`src/rtl/riscv_pkg.sv`:
```
// -----------------------------------------------------------------------------
// riscv_pkg
// Shared RV32I definitions for the instruction loader and the opcode decoder:
//   - opcode constants for the supported base-ISA major opcodes
//   - loader_state_t : boot-loader FSM states
//   - op_supported() : true when bits[6:0] name a supported opcode
// -----------------------------------------------------------------------------
package riscv_pkg;

   localparam logic [6:0] OP_R     = 7'b0110011;
   localparam logic [6:0] OP_I     = 7'b0010011;
   localparam logic [6:0] OP_B     = 7'b1100011;
   localparam logic [6:0] OP_S     = 7'b0100011;
   localparam logic [6:0] OP_AUIPC = 7'b0010111;
   localparam logic [6:0] OP_LUI   = 7'b0110111;
   localparam logic [6:0] OP_JAL   = 7'b1101111;
   localparam logic [6:0] OP_JALR  = 7'b1100111;
   localparam logic [6:0] OP_L     = 7'b0000011;

   typedef enum logic [2:0] {IDLE, LEN0, LEN1, DATA, DONE, ERROR} loader_state_t;

   function automatic logic op_supported(input logic [6:0] op);
      case (op)
         OP_R, OP_I, OP_B, OP_S, OP_AUIPC,
         OP_LUI, OP_JAL, OP_JALR, OP_L: return 1'b1;
         default:                       return 1'b0;
      endcase
   endfunction

endpackage

```
`src/rtl/word_assembler.sv`:
```
// -----------------------------------------------------------------------------
// word_assembler
// Packs accepted bytes into little-endian 32-bit words (first byte -> [7:0]).
// Ports:
//   i_clk, i_rst     clock, async active-high reset
//   i_clear          restart at byte 0 (new load)
//   i_valid, i_byte  one accepted byte
//   o_word           assembled word, valid together with o_word_ready
//   o_word_ready     1 when i_byte is the 4th byte of a word (combinational)
// -----------------------------------------------------------------------------
module word_assembler
   import riscv_pkg::*;
(
   input  logic        i_clk,
   input  logic        i_rst,
   input  logic        i_clear,
   input  logic        i_valid,
   input  logic [7:0]  i_byte,
   output logic [31:0] o_word,
   output logic        o_word_ready
);

   logic [1:0]  r_idx;
   logic [23:0] r_sh;   // three earlier bytes, oldest in [7:0]

   always_ff @(posedge i_clk or posedge i_rst) begin
      if (i_rst) begin
         r_idx <= '0;
         r_sh  <= '0;
      end else if (i_clear) begin
         r_idx <= '0;
      end else if (i_valid) begin
         r_idx <= r_idx + 2'd1;
         r_sh  <= {i_byte, r_sh[23:8]};
      end
   end

   // The 4th byte is combined straight from the input so the word is ready
   // in the same cycle it completes.
   assign o_word       = {i_byte, r_sh};
   assign o_word_ready = i_valid && (r_idx == 2'd3);

endmodule

```
`src/rtl/instr_loader.sv`:
```
// -----------------------------------------------------------------------------
// instr_loader
// Boot-time program loader. Frame: LEN_LO, LEN_HI (word count N), then N*4
// little-endian data bytes. Words are written to imem from address 0 and the
// CPU is held in reset until the load finishes.
// Optional: LOADER_OPCHECK_EN checks each word's opcode; an unsupported opcode
// suppresses that write and aborts the load into ERROR.
// Ports:
//   clk, rst            clock, async active-high reset
//   start               begin a load (honoured in IDLE/DONE/ERROR only)
//   rx_data/valid/ready byte stream handshake
//   imem_we/addr/wdata  instruction memory write port
//   cpu_hold            CPU reset hold, low only in DONE
//   done, err           load outcome levels
//   words_rx            words written in the current load
// -----------------------------------------------------------------------------
module instr_loader
   import riscv_pkg::*;
#(
   parameter int ADDR_W    = 10,
   parameter int MAX_WORDS = 1024
) (
   input  logic              clk,
   input  logic              rst,
   input  logic              start,
   input  logic [7:0]        rx_data,
   input  logic              rx_valid,
   output logic              rx_ready,
   output logic              imem_we,
   output logic [ADDR_W-1:0] imem_addr,
   output logic [31:0]       imem_wdata,
   output logic              cpu_hold,
   output logic              done,
   output logic              err,
   output logic [15:0]       words_rx
);

   loader_state_t     r_state, w_next;
   logic [15:0]       r_len;
   logic              r_we;
   logic [ADDR_W-1:0] r_addr;
   logic [31:0]       r_wdata;
   logic [15:0]       r_words;

   logic        w_xfer, w_start_ok, w_data_byte, w_last, w_op_ok;
   logic [15:0] w_len_new;
   logic [31:0] w_word;
   logic        w_word_ready;

   assign rx_ready    = (r_state == LEN0) || (r_state == LEN1) || (r_state == DATA);
   assign w_xfer      = rx_valid && rx_ready;
   assign w_start_ok  = start && ((r_state == IDLE) || (r_state == DONE) || (r_state == ERROR));
   assign w_data_byte = w_xfer && (r_state == DATA);
   assign w_len_new   = {rx_data, r_len[7:0]};
   // The write pulse of word N closes the load.
   assign w_last      = r_we && (r_words == r_len - 16'd1);

   word_assembler u_asm (
      .i_clk        (clk),
      .i_rst        (rst),
      .i_clear      (w_start_ok),
      .i_valid      (w_data_byte),
      .i_byte       (rx_data),
      .o_word       (w_word),
      .o_word_ready (w_word_ready)
   );

`ifdef LOADER_OPCHECK_EN
   assign w_op_ok = op_supported(w_word[6:0]);
`else
   assign w_op_ok = 1'b1;
`endif

   always_comb begin
      w_next = r_state;
      case (r_state)
         IDLE, DONE, ERROR: if (start) w_next = LEN0;
         LEN0:              if (w_xfer) w_next = LEN1;
         LEN1: begin
            if (w_xfer) begin
               if (w_len_new == 16'd0)                      w_next = DONE;
               else if (32'(w_len_new) > 32'(MAX_WORDS))    w_next = ERROR;
               else                                         w_next = DATA;
            end
         end
         DATA: begin
            if (w_word_ready && !w_op_ok) w_next = ERROR;
            else if (w_last)              w_next = DONE;
         end
         default:                         w_next = IDLE;
      endcase
   end

   always_ff @(posedge clk or posedge rst) begin
      if (rst) begin
         r_state <= IDLE;
         r_len   <= '0;
         r_we    <= 1'b0;
         r_addr  <= '0;
         r_wdata <= '0;
         r_words <= '0;
      end else begin
         r_state <= w_next;
         r_we    <= w_word_ready && w_op_ok;
         if (w_xfer && r_state == LEN0) r_len[7:0]  <= rx_data;
         if (w_xfer && r_state == LEN1) r_len[15:8] <= rx_data;
         if (w_word_ready)              r_wdata     <= w_word;
         if (w_start_ok) begin
            r_words <= '0;
            r_addr  <= '0;
         end else if (r_we) begin
            r_words <= r_words + 16'd1;
            // Address stays on the final word so N == MAX_WORDS cannot wrap.
            if (!w_last) r_addr <= r_addr + ADDR_W'(1);
         end
      end
   end

   assign imem_we    = r_we;
   assign imem_addr  = r_addr;
   assign imem_wdata = r_wdata;
   assign words_rx   = r_words;
   assign done       = (r_state == DONE);
   assign err        = (r_state == ERROR);
   assign cpu_hold   = (r_state != DONE);

endmodule

```
`config.mk`:
```
export PLATFORM = sky130hd
export DESIGN_NAME = instr_loader
export DESIGN_NICKNAME = d
export VERILOG_FILES = /design/src/rtl/riscv_pkg.sv /design/src/rtl/word_assembler.sv /design/src/rtl/instr_loader.sv
export SDC_FILE = /design/constraint.sdc
export NUM_CORES = 1
export LEC_CHECK = 0
export BUFFER_PORTS_ARGS = -buffer_cell sky130_fd_sc_hd__buf_2
export CAP_MARGIN = 20
export CORE_ASPECT_RATIO = 0.9
export CORE_MARGIN = 4
export CORE_UTILIZATION = 30
export DETAILED_ROUTE_END_ITERATION = 7
export GPL_TIMING_DRIVEN = 0
export HOLD_SLACK_MARGIN = 0.02
export PLACE_DENSITY_LB_ADDON = 0.05
export SKIP_CTS_REPAIR_TIMING = 1
export SLEW_MARGIN = 40
export SYNTH_ARGS = -nofsm -noshare
export SYNTH_HDL_FRONTEND = slang
export SYNTH_SLANG_ARGS = --single-unit
```
`constraint.sdc`:
```
create_clock -name clk -period 7 [get_ports clk]
set_input_delay 1.05 -clock clk [delete_from_list [all_inputs] [get_ports clk]]
set_output_delay 1.05 -clock clk [all_outputs]
set_load 0.03 [all_outputs]
```
==> flow_summary.toml, run 1 <==
[sta]
worst_clock_skew_ps = 8.531
fin_ws_ps = 3621
finalCritPeriodShare_pct = 48.28
finalSetupTns_ps = 0
relSlewSlack_pct = 44.26
setup_viol = 0
drv_slew = 0
min_period_ps = 3379
hold_viol = 0
fmax_mhz = 295.9
tightest_slew_ps = 829.2
rsz0062_at_grt = "false"

[worst_setup_path]
path_class = "reg -> reg"
cp_num_buf_inv = 2
cp_slowest_cell = "o41ai_4"
path_delay_family = "compound AO/OA/AOI/OAI gates"
cp.required_ps = 7220
worstPathMaxFanout = 10
worstSetupStartpointType = "flip-flop"
cp_slowest_stage_delay_ps = 620
crit_arrival_ps = 3600
crit_chain = "inv_1 -> ha_1 -> nor3b_2 -> nand2_1 -> a2111oi_0 -> o211ai_1 -> o41ai_4 -> buf_6 -> xor2_1 -> nor2_1"
end_kind = "flip-flop"

[layout]
antennaDiodeCount = 0
fillers = 1628
multi_input_area_mm2 = 0.002286
fin_cells = 782
seq_area_mm2 = 0.002603
synthToLayoutAreaGrowth_pct = 19.55
fin_area_mm2 = 0.005991
layout.nets = 586
final_util_pct = 36.89
post_route_cells_drive_above_1_share_pct = 27.65

[clock_tree]
cts_tree = "built"
htreeDepth = 3
cts-buffers-inserted = 9
cts_sinks = 104
cts_buffer_depth = 2
clkTransAtPathRegs_ps = 80
cts-root-buf = "clkbuf_16"
clk_latency_ps = 360

[logic_synthesis]
synthTopCellsByCount = "dfrtp_1, nand2_1, mux2_2, nor2_1, nand3_1"
ys_types = 49
synth_fp_nets = 500
yosysTopAreaCell = "dfrtp_1"
syn_area_mm2 = 0.005011
synth_seq_area_share_pct = 51.94
yosysMostFrequentCell = "dfrtp_1"
ys_warn_count = 0
synth_top_area_share_pct = 51.94
synth_flop_cell = "dfrtp_1"
async_flop_share_pct = 100.0
ys_ff_latch = 104
synth.avg_cell_area_um2 = 10.35
synth_area_leaders = "dfrtp_1, mux2_2, nand2_1, xnor2_1, xor2_1"
synth_cells = 484
synth-edff-count = 0

[grt]
grt_max_degree = 77
grt_overflow_total = 0
grt_pass1_wl_um = 21240
antenna_found_initial = 0
grt_usage_pct = 14.59
grt_pass1_vias = 3884

[die]
die_width_um = 144.2
die_area_mm2 = 0.01884
dieHeight_um = 130.6
ios = 75
initial_core_util_pct = 30.86
core_mm2 = 0.01624
rows = 44

[job]
maxCapViolCount = 0

[drt]
final_antenna_net_count = 0
drtPass1Iterations = 4
routedWlPerCell_um = 16.42
vias_per_cell = 4.853
vias = 3795
drc = 0
drt-initial-drc-count = 241
wl_um = 12840

[placement]
pre_cts_slack_ps = 3360
dp_hpwl_um = 9117
portBuffers = 74
gp_congestion = 0.7943
dp.cells = 766
dpl_cell_area_mm2 = 0.005675

[status]
status = "finished, final reports clean"

[power_and_ir_drop]
peakVddDrop_mv = 0.1285
power_density_mw_per_mm2 = 319.9
leakage_nw = 2.954

[hold_path]
hold_class = "reg -> reg"
==> cells in the final DEF (no fill, tap or decap), types with 4 or more instances in the layout <==
cell type	n
nor3b_1	5
nor2_1	23
o21ai_2	7
o21ai_0	12
clkbuf_16	9
and3_1	7
ha_1	4
nor2b_1	5
xor2_1	16
clkbuf_1	15
buf_2	74
nor3_1	8
xnor2_1	16
and4_1	4
or3_1	13
mux2_2	44
mux2i_1	5
nand3_1	17
dfrtp_1	104
nand2_1	103
nand4_1	7
inv_1	9
a21oi_1	14
==> where the power goes <==
group / total (mW) / switching [mW] / leakage, nW / internal, mW
sequential: 0.843 / 0.118 / 1.39 / 0.725
clock: 0.536 / 0.252 / 0.153 / 0.285
combinational: 0.537 / 0.318 / 1.41 / 0.218
total: 1.92 / 0.688 / 2.95 / 1.23
==> final cells by class <==
| type | instances | area share (%) |
|---|---|---|
| Inverter | 10 | 0.7519 |
| Clock inverter | 7 | 1.420 |
| Tap cell | 207 | 4.323 |
| Sequential cell | 104 | 43.44 |
| Clock buffer | 9 | 3.759 |
| Multi-Input combinational cell | 350 | 38.16 |
| Buffer | 20 | 1.504 |
| Timing Repair Buffer | 75 | 6.642 |
==> stage by stage <==
stage / power, mW / hold WS (ps)
6_report: 1.916 / 474.0
5_1_grt: 2.051 / 501.7
4_1_cts: 1.942 / 477.3
3_5_place_dp: 1.393 / 459.3
3_3_place_gp: 1.382 / 456.2
2_1_floorplan: 1.240 / 441.8
==> routing by layer <==
| layer | vias up | share of wire, % | GRT usage [%] |
|---|---|---|---|
| li1 | 1841 | - | - |
| met1 | 1878 | 51 | 20.93 |
| met2 | 67 | 43 | 21.87 |
| met3 | 9 | 4.6 | 3.821 |
| met4 | 0 | 1.0 | 4.114 |
| met5 | - | 0 | 0 |
==> tightest hold or removal path, cell delays in order, from the launching register on <==
cell,delay (ps)
dfrtp_1,340
nand2_1,50
nand2_1,50
==> sequential cells by signal, indices dropped and copies added, names as in the netlist <==
name,count
imem_we,1
u_asm.r_idx,2
u_asm.r_sh,24
imem_wdata,32
words_rx,16
imem_addr,10
r_state,3
r_len,16
==> kinds of logic after synthesis <==
kind of cell             count (synthesis)  share of synthesized area (%)
multiplexers                            49                          10.89
adder cells (fa/ha/maj)                  4                         0.9988
XOR/XNOR                                32                          5.593
buffers and inverters                   30                          2.547
flip-flops                             104                          51.94
AND/OR/NAND/NOR                        212                          20.57
AO/OA/AOI/OAI                           53                          7.466
==> path summary, 6_finish.rpt <==
kind | slack [ps] | cells past startpoint | start | end
setup / recovery | 3620 | 10 | r_len[0] | imem_addr[0]
hold / removal | 470 | 2 | u_asm.r_sh[7] | u_asm.r_sh[7]
setup reg to reg | 3620 | 10 | r_len[0] | imem_addr[0]
hold reg to reg | 470 | 2 | u_asm.r_sh[7] | u_asm.r_sh[7]
max in group asynchronous | 5710 | 3 | rst | imem_wdata[23]
min in group asynchronous | 630 | 2 | rst | words_rx[0]
Power figures use the tool's default switching activity.
==> run 2, diff against run 1 <==
clock period = 3.3 ns   (was 7 ns; I/O delays follow)
==> run 2 against run 1 <==
Net effect:
- combinational power up 120%
- routed wire length about the same
- first-iteration DRC count up 0.83%
- global-route usage unchanged
- clock skew down 1.2 ps
- non-clock buffer count up 3
- sequential cell count unchanged
- via count up 0.37%
==> flow_summary.toml, run 2 (same netlist as run 1, synthesis figures left out) <==
[status]
status = "finished, final reports clean"

[power_and_ir_drop]
leakage_nw = 2.971
peakVddDrop_mv = 0.2729
power_density_mw_per_mm2 = 677.4

[worst_setup_path]
cp_slowest_cell = "nor4_2"
crit_end = "r_state[0]"
crit_chain = "clkbuf_1 -> nor4_2 -> nand3_2 -> xor2_1 -> a211o_1 -> nor4_1 -> o22ai_1 -> o22a_1"
end_kind = "flip-flop"
reg2reg_slack_ps = 270
cp_num_cells = 8
startpoint = "r_len[3]"
cp_slowest_stage_delay_ps = 670
reg2reg_to = "r_state[0]"
worstRegToRegCells = 8
worstSetupStartpointType = "flip-flop"
cp_num_buf_inv = 1
cp.required_ps = 3540
crit_arrival_ps = 3270
path_class = "reg -> reg"
reg2reg_from = "r_len[3]"
path_delay_family = "simple AND/OR/NAND/NOR gates"
worstPathMaxFanout = 8

[die]
dieHeight_um = 130.6
die_area_mm2 = 0.01884
rows = 44
core_mm2 = 0.01624
initial_core_util_pct = 30.86
die_width_um = 144.2
ios = 75

[drt]
routedWlPerCell_um = 16.37
drc = 0
drt-initial-drc-count = 243
vias_per_cell = 4.852
drtPass1Iterations = 4
wl_um = 12850
final_antenna_net_count = 0
vias = 3809

[grt]
grt.met1_usage_pct = 20.93
grtUsageMet2_pct = 21.87
antenna_found_initial = 0
grt_usage_pct = 14.59
grt_pass1_wl_um = 21240
grt_max_degree = 77
top_usage_layer = "met2"
met3_usage_pct = 3.821
grt_overflow_total = 0
grt_pass1_vias = 3884

[layout]
layout.nets = 589
antennaDiodeCount = 0
largest_register_ffs = 32
synthToLayoutAreaGrowth_pct = 20.25
post_route_cells_drive_above_1_share_pct = 28.20
final_cell_mix = "dfrtp_1, nand2_1, buf_2"
fin_cells = 785
layout_commonest_cell = "dfrtp_1"

[placement]
gp_congestion = 0.7943
dp.cells = 766
portBuffers = 74
dp_hpwl_um = 9117

[sta]
tightest_slew_ps = 823.0
finalSetupTns_ps = 0
drv_slew = 0
fmax_mhz = 330.0
hold_ws_ps = 75.60
min_period_ps = 3030
hold_viol = 0
setup_viol = 0
relSlewSlack_pct = 44.68
rsz0062_at_grt = "false"
finalCritPeriodShare_pct = 91.82
worst_clock_skew_ps = 7.306

[clock_tree]
cts_buffer_depth = 2
htreeDepth = 3
cts-root-buf = "clkbuf_16"
clk_latency_ps = 360
cts_sinks = 104
cts-buffers-inserted = 9
cts_tree = "built"
clkTransAtPathRegs_ps = 80

[job]
maxCapViolCount = 0

[hold_path]
hold_class = "in -> async"
==> run 2: worst min-delay path by stage <==
| stage | from | endpoint | slack [ps] | depth (start not counted) |
|---|---|---|---|---|
| global route | rst | words_rx[0] | 80 | 2 |
| detailed placement | u_asm.r_sh[7] | u_asm.r_sh[7] | 460 | 2 |
| CTS | rst | words_rx[0] | 70 | 2 |
| floorplan | u_asm.r_sh[0] | u_asm.r_sh[0] | 440 | 2 |
| global placement | u_asm.r_sh[1] | u_asm.r_sh[1] | 460 | 2 |
| finish | rst | words_rx[0] | 80 | 2 |
==> run 2: stage by stage <==
stage | cell area (um^2) | utilization [%] | setup WS, ps | power, mW
finish | 6026 | 37.10 | 269.9 | 4.082
global route | 6026 | 37.10 | 23.90 | 4.372
CTS | 5986 | 36.86 | -378.0 | 4.119
detailed placement | 5675 | 34.95 | -339.9 | 2.954
global placement | 5640 | 34.73 | -1436 | 2.931
floorplan | 5011 | - | 72.81 | 2.631
==> run 2: worst register-to-register path, stage by stage, from the launching register on <==
cell and delay [ps]:
dfrtp_1 360, clkbuf_1 220, nor4_2 670, nand3_2 190
xor2_1 200, a211o_1 350, nor4_1 560, o22ai_1 140
o22a_1 230
==> run 2: layout make-up <==
| class | instances | area, um^2 |
|---|---|---|
| clock inverter | 7 | 85.08 |
| inverter | 10 | 45.04 |
| timing repair buffer | 78 | 420.4 |
| multi-input combinational | 350 | 2298 |
| sequential | 104 | 2603 |
| buffer | 20 | 90.09 |
| clock buffer | 9 | 225.2 |
| tap | 207 | 259.0 |
| fill | 1630 | 10210 |
==> run 2: per-layer routing <==
layer	vias up	wire [um]
met4	0	127
met3	6	550
li1	1851	-
met5	-	0
met2	67	5617
met1	1885	6551
==> run 2: power breakdown <==
| group | switching [mW] | internal [mW] |
|---|---|---|
| Sequential | 0.249 | 1.54 |
| Combinational | 0.687 | 0.474 |
| Clock | 0.530 | 0.604 |
| Total | 1.47 | 2.62 |
==> run 3, diff against run 2 <==
PLACE_DENSITY_LB_ADDON = not set   (was 0.05)
==> run 3 against run 2 <==
Net effect:
- non-clock buffer count stayed put
- clock power is 8% lower
- critical path type unchanged
- worst hold slack better by 50 ps
- highest routed layer is now met5
==> flow_summary.toml, run 3 (same netlist as run 1, synthesis figures left out) <==
[layout]
final_cell_mix = "dfrtp_1, nand2_1, buf_2"
synthToLayoutAreaGrowth_pct = 19.58
post_route_cells_drive_above_1_share_pct = 27.85
antennaDiodeCount = 0
layout.nets = 589
fillers = 1624
largest_register_ffs = 32
layout_commonest_cell = "dfrtp_1"
fin_cells = 785

[drt]
drt-initial-drc-count = 206
vias_per_cell = 4.921
wl_um = 12220
drc = 0
final_antenna_net_count = 0
vias = 3863
drtPass1Iterations = 5
routedWlPerCell_um = 15.56

[power_and_ir_drop]
peakVddDrop_mv = 0.2858
power_density_mw_per_mm2 = 662.6
leakage_nw = 2.959

[clock_tree]
clk_latency_ps = 350
htreeDepth = 3
clkTransAtPathRegs_ps = 70
cts_buffer_depth = 2
cts-root-buf = "clkbuf_16"
cts_sinks = 104
cts-buffers-inserted = 9
cts_tree = "built"

[worst_setup_path]
worstPathMaxFanout = 10
worstSetupStartpointType = "flip-flop"
end_kind = "flip-flop"
path_class = "reg -> reg"
reg2reg_from = "r_len[0]"
worstRegToRegCells = 11
crit_chain = "inv_1 -> ha_1 -> nor3b_4 -> nand2_1 -> a2111oi_1 -> o211ai_1 -> o41ai_4 -> buf_4 -> buf_6 -> xor2_1 -> nor2_1"
startpoint = "r_len[0]"
cp_num_cells = 11
cp.required_ps = 3520
cp_slowest_stage_delay_ps = 450
cp_num_buf_inv = 3
path_delay_family = "compound AO/OA/AOI/OAI gates"
crit_arrival_ps = 3170
cp_slowest_cell = "dfrtp_1"

[placement]
dp_hpwl_um = 9020
dp.cells = 766
portBuffers = 74
gp_congestion = 0.8136

[sta]
min_period_ps = 2952
worst_clock_skew_ps = 7.807
relSlewSlack_pct = 47.70
drv_slew = 0
setup_viol = 0
fmax_mhz = 338.8
finalSetupTns_ps = 0
hold_viol = 0
rsz0062_at_grt = "false"
tightest_slew_ps = 778.1
finalCritPeriodShare_pct = 89.45

[grt]
grt_pass1_vias = 3921
antenna_found_initial = 1
grt_usage_pct = 13.64
grt_pass1_wl_um = 20160
grt_overflow_total = 0
grt_max_degree = 59

[die]
core_mm2 = 0.01624
initial_core_util_pct = 30.86
die_area_mm2 = 0.01884
rows = 44
die_width_um = 144.2
dieHeight_um = 130.6
ios = 75

[status]
status = "finished, final reports clean"

[job]
maxCapViolCount = 0

[hold_path]
hold_class = "in -> async"
## run 3: changes by cell type in the layout (fill, tap and decap cells not counted), sizes merged
| cell | previous run | this run |
|---|---|---|
| inv | 13 | 12 |
| bufinv | 1 | 0 |
| clkbuf | 24 | 26 |
## run 3: per-stage QoR
step | power [mW] | instance area, um^2 | util (%) | hold slack (ps) | setup slack [ps]
3_5_place_dp | 2.943 | 5675 | 34.95 | 458.5 | -154.5
3_3_place_gp | 2.894 | 5640 | 34.73 | 460.7 | -1064
2_1_floorplan | 2.631 | 5011 | - | 441.8 | 72.81
4_1_cts | 3.992 | 5957 | 36.68 | 137.6 | -201.8
6_report | 3.970 | 5992 | 36.90 | 125.1 | 348.3
5_1_grt | 4.232 | 5992 | 36.90 | 158.1 | 31.82
## run 3: worst reg2reg max path, cell delays in order (launching register included)
cell	delay, ps
dfrtp_1	450
inv_1	100
ha_1	210
nor3b_4	350
nand2_1	90
a2111oi_1	450
o211ai_1	240
o41ai_4	360
buf_4	190
buf_6	170
xor2_1	160
nor2_1	50
## run 3: report_power, final
| group | switching (mW) | internal (mW) | total (mW) |
|---|---|---|---|
| Sequential | 0.260 | 1.54 | 1.80 |
| Clock | 0.497 | 0.540 | 1.04 |
| Combinational | 0.663 | 0.471 | 1.13 |
## run 3: layer usage
| layer | vias up | part of all wire, % | global-route usage, % |
|---|---|---|---|
| met2 | 71 | 46 | 21.95 |
| met3 | 14 | 5.0 | 3.457 |
| met4 | 2 | 1.4 | 4.443 |
| met1 | 1919 | 47 | 18.14 |
| met5 | - | 0.098 | 0 |
| li1 | 1857 | - | - |
## run 3: cell type report
class | instances | area (um^2) | share of cell area (%)
sequential | 104 | 2603 | 43.43
multi-input combinational | 350 | 2293 | 38.28
timing repair buffer | 78 | 420.4 | 7.016
buffer | 20 | 90.09 | 1.503
inverter | 10 | 45.04 | 0.7517
clock inverter | 5 | 38.79 | 0.6473
clock buffer | 11 | 242.7 | 4.051
tap | 207 | 259.0 | 4.322
## run 3: worst paths after layout
| check | end | slack (ps) |
|---|---|---|
| min in group clk | u_asm.r_sh[22] | 410 |
| min reg2reg | u_asm.r_sh[6] | 470 |
| min | r_len[4] | 130 |
| max | imem_addr[0] | 350 |
| max in group asynchronous | u_asm.r_idx[0] | 2600 |
| max reg2reg | imem_addr[0] | 350 |
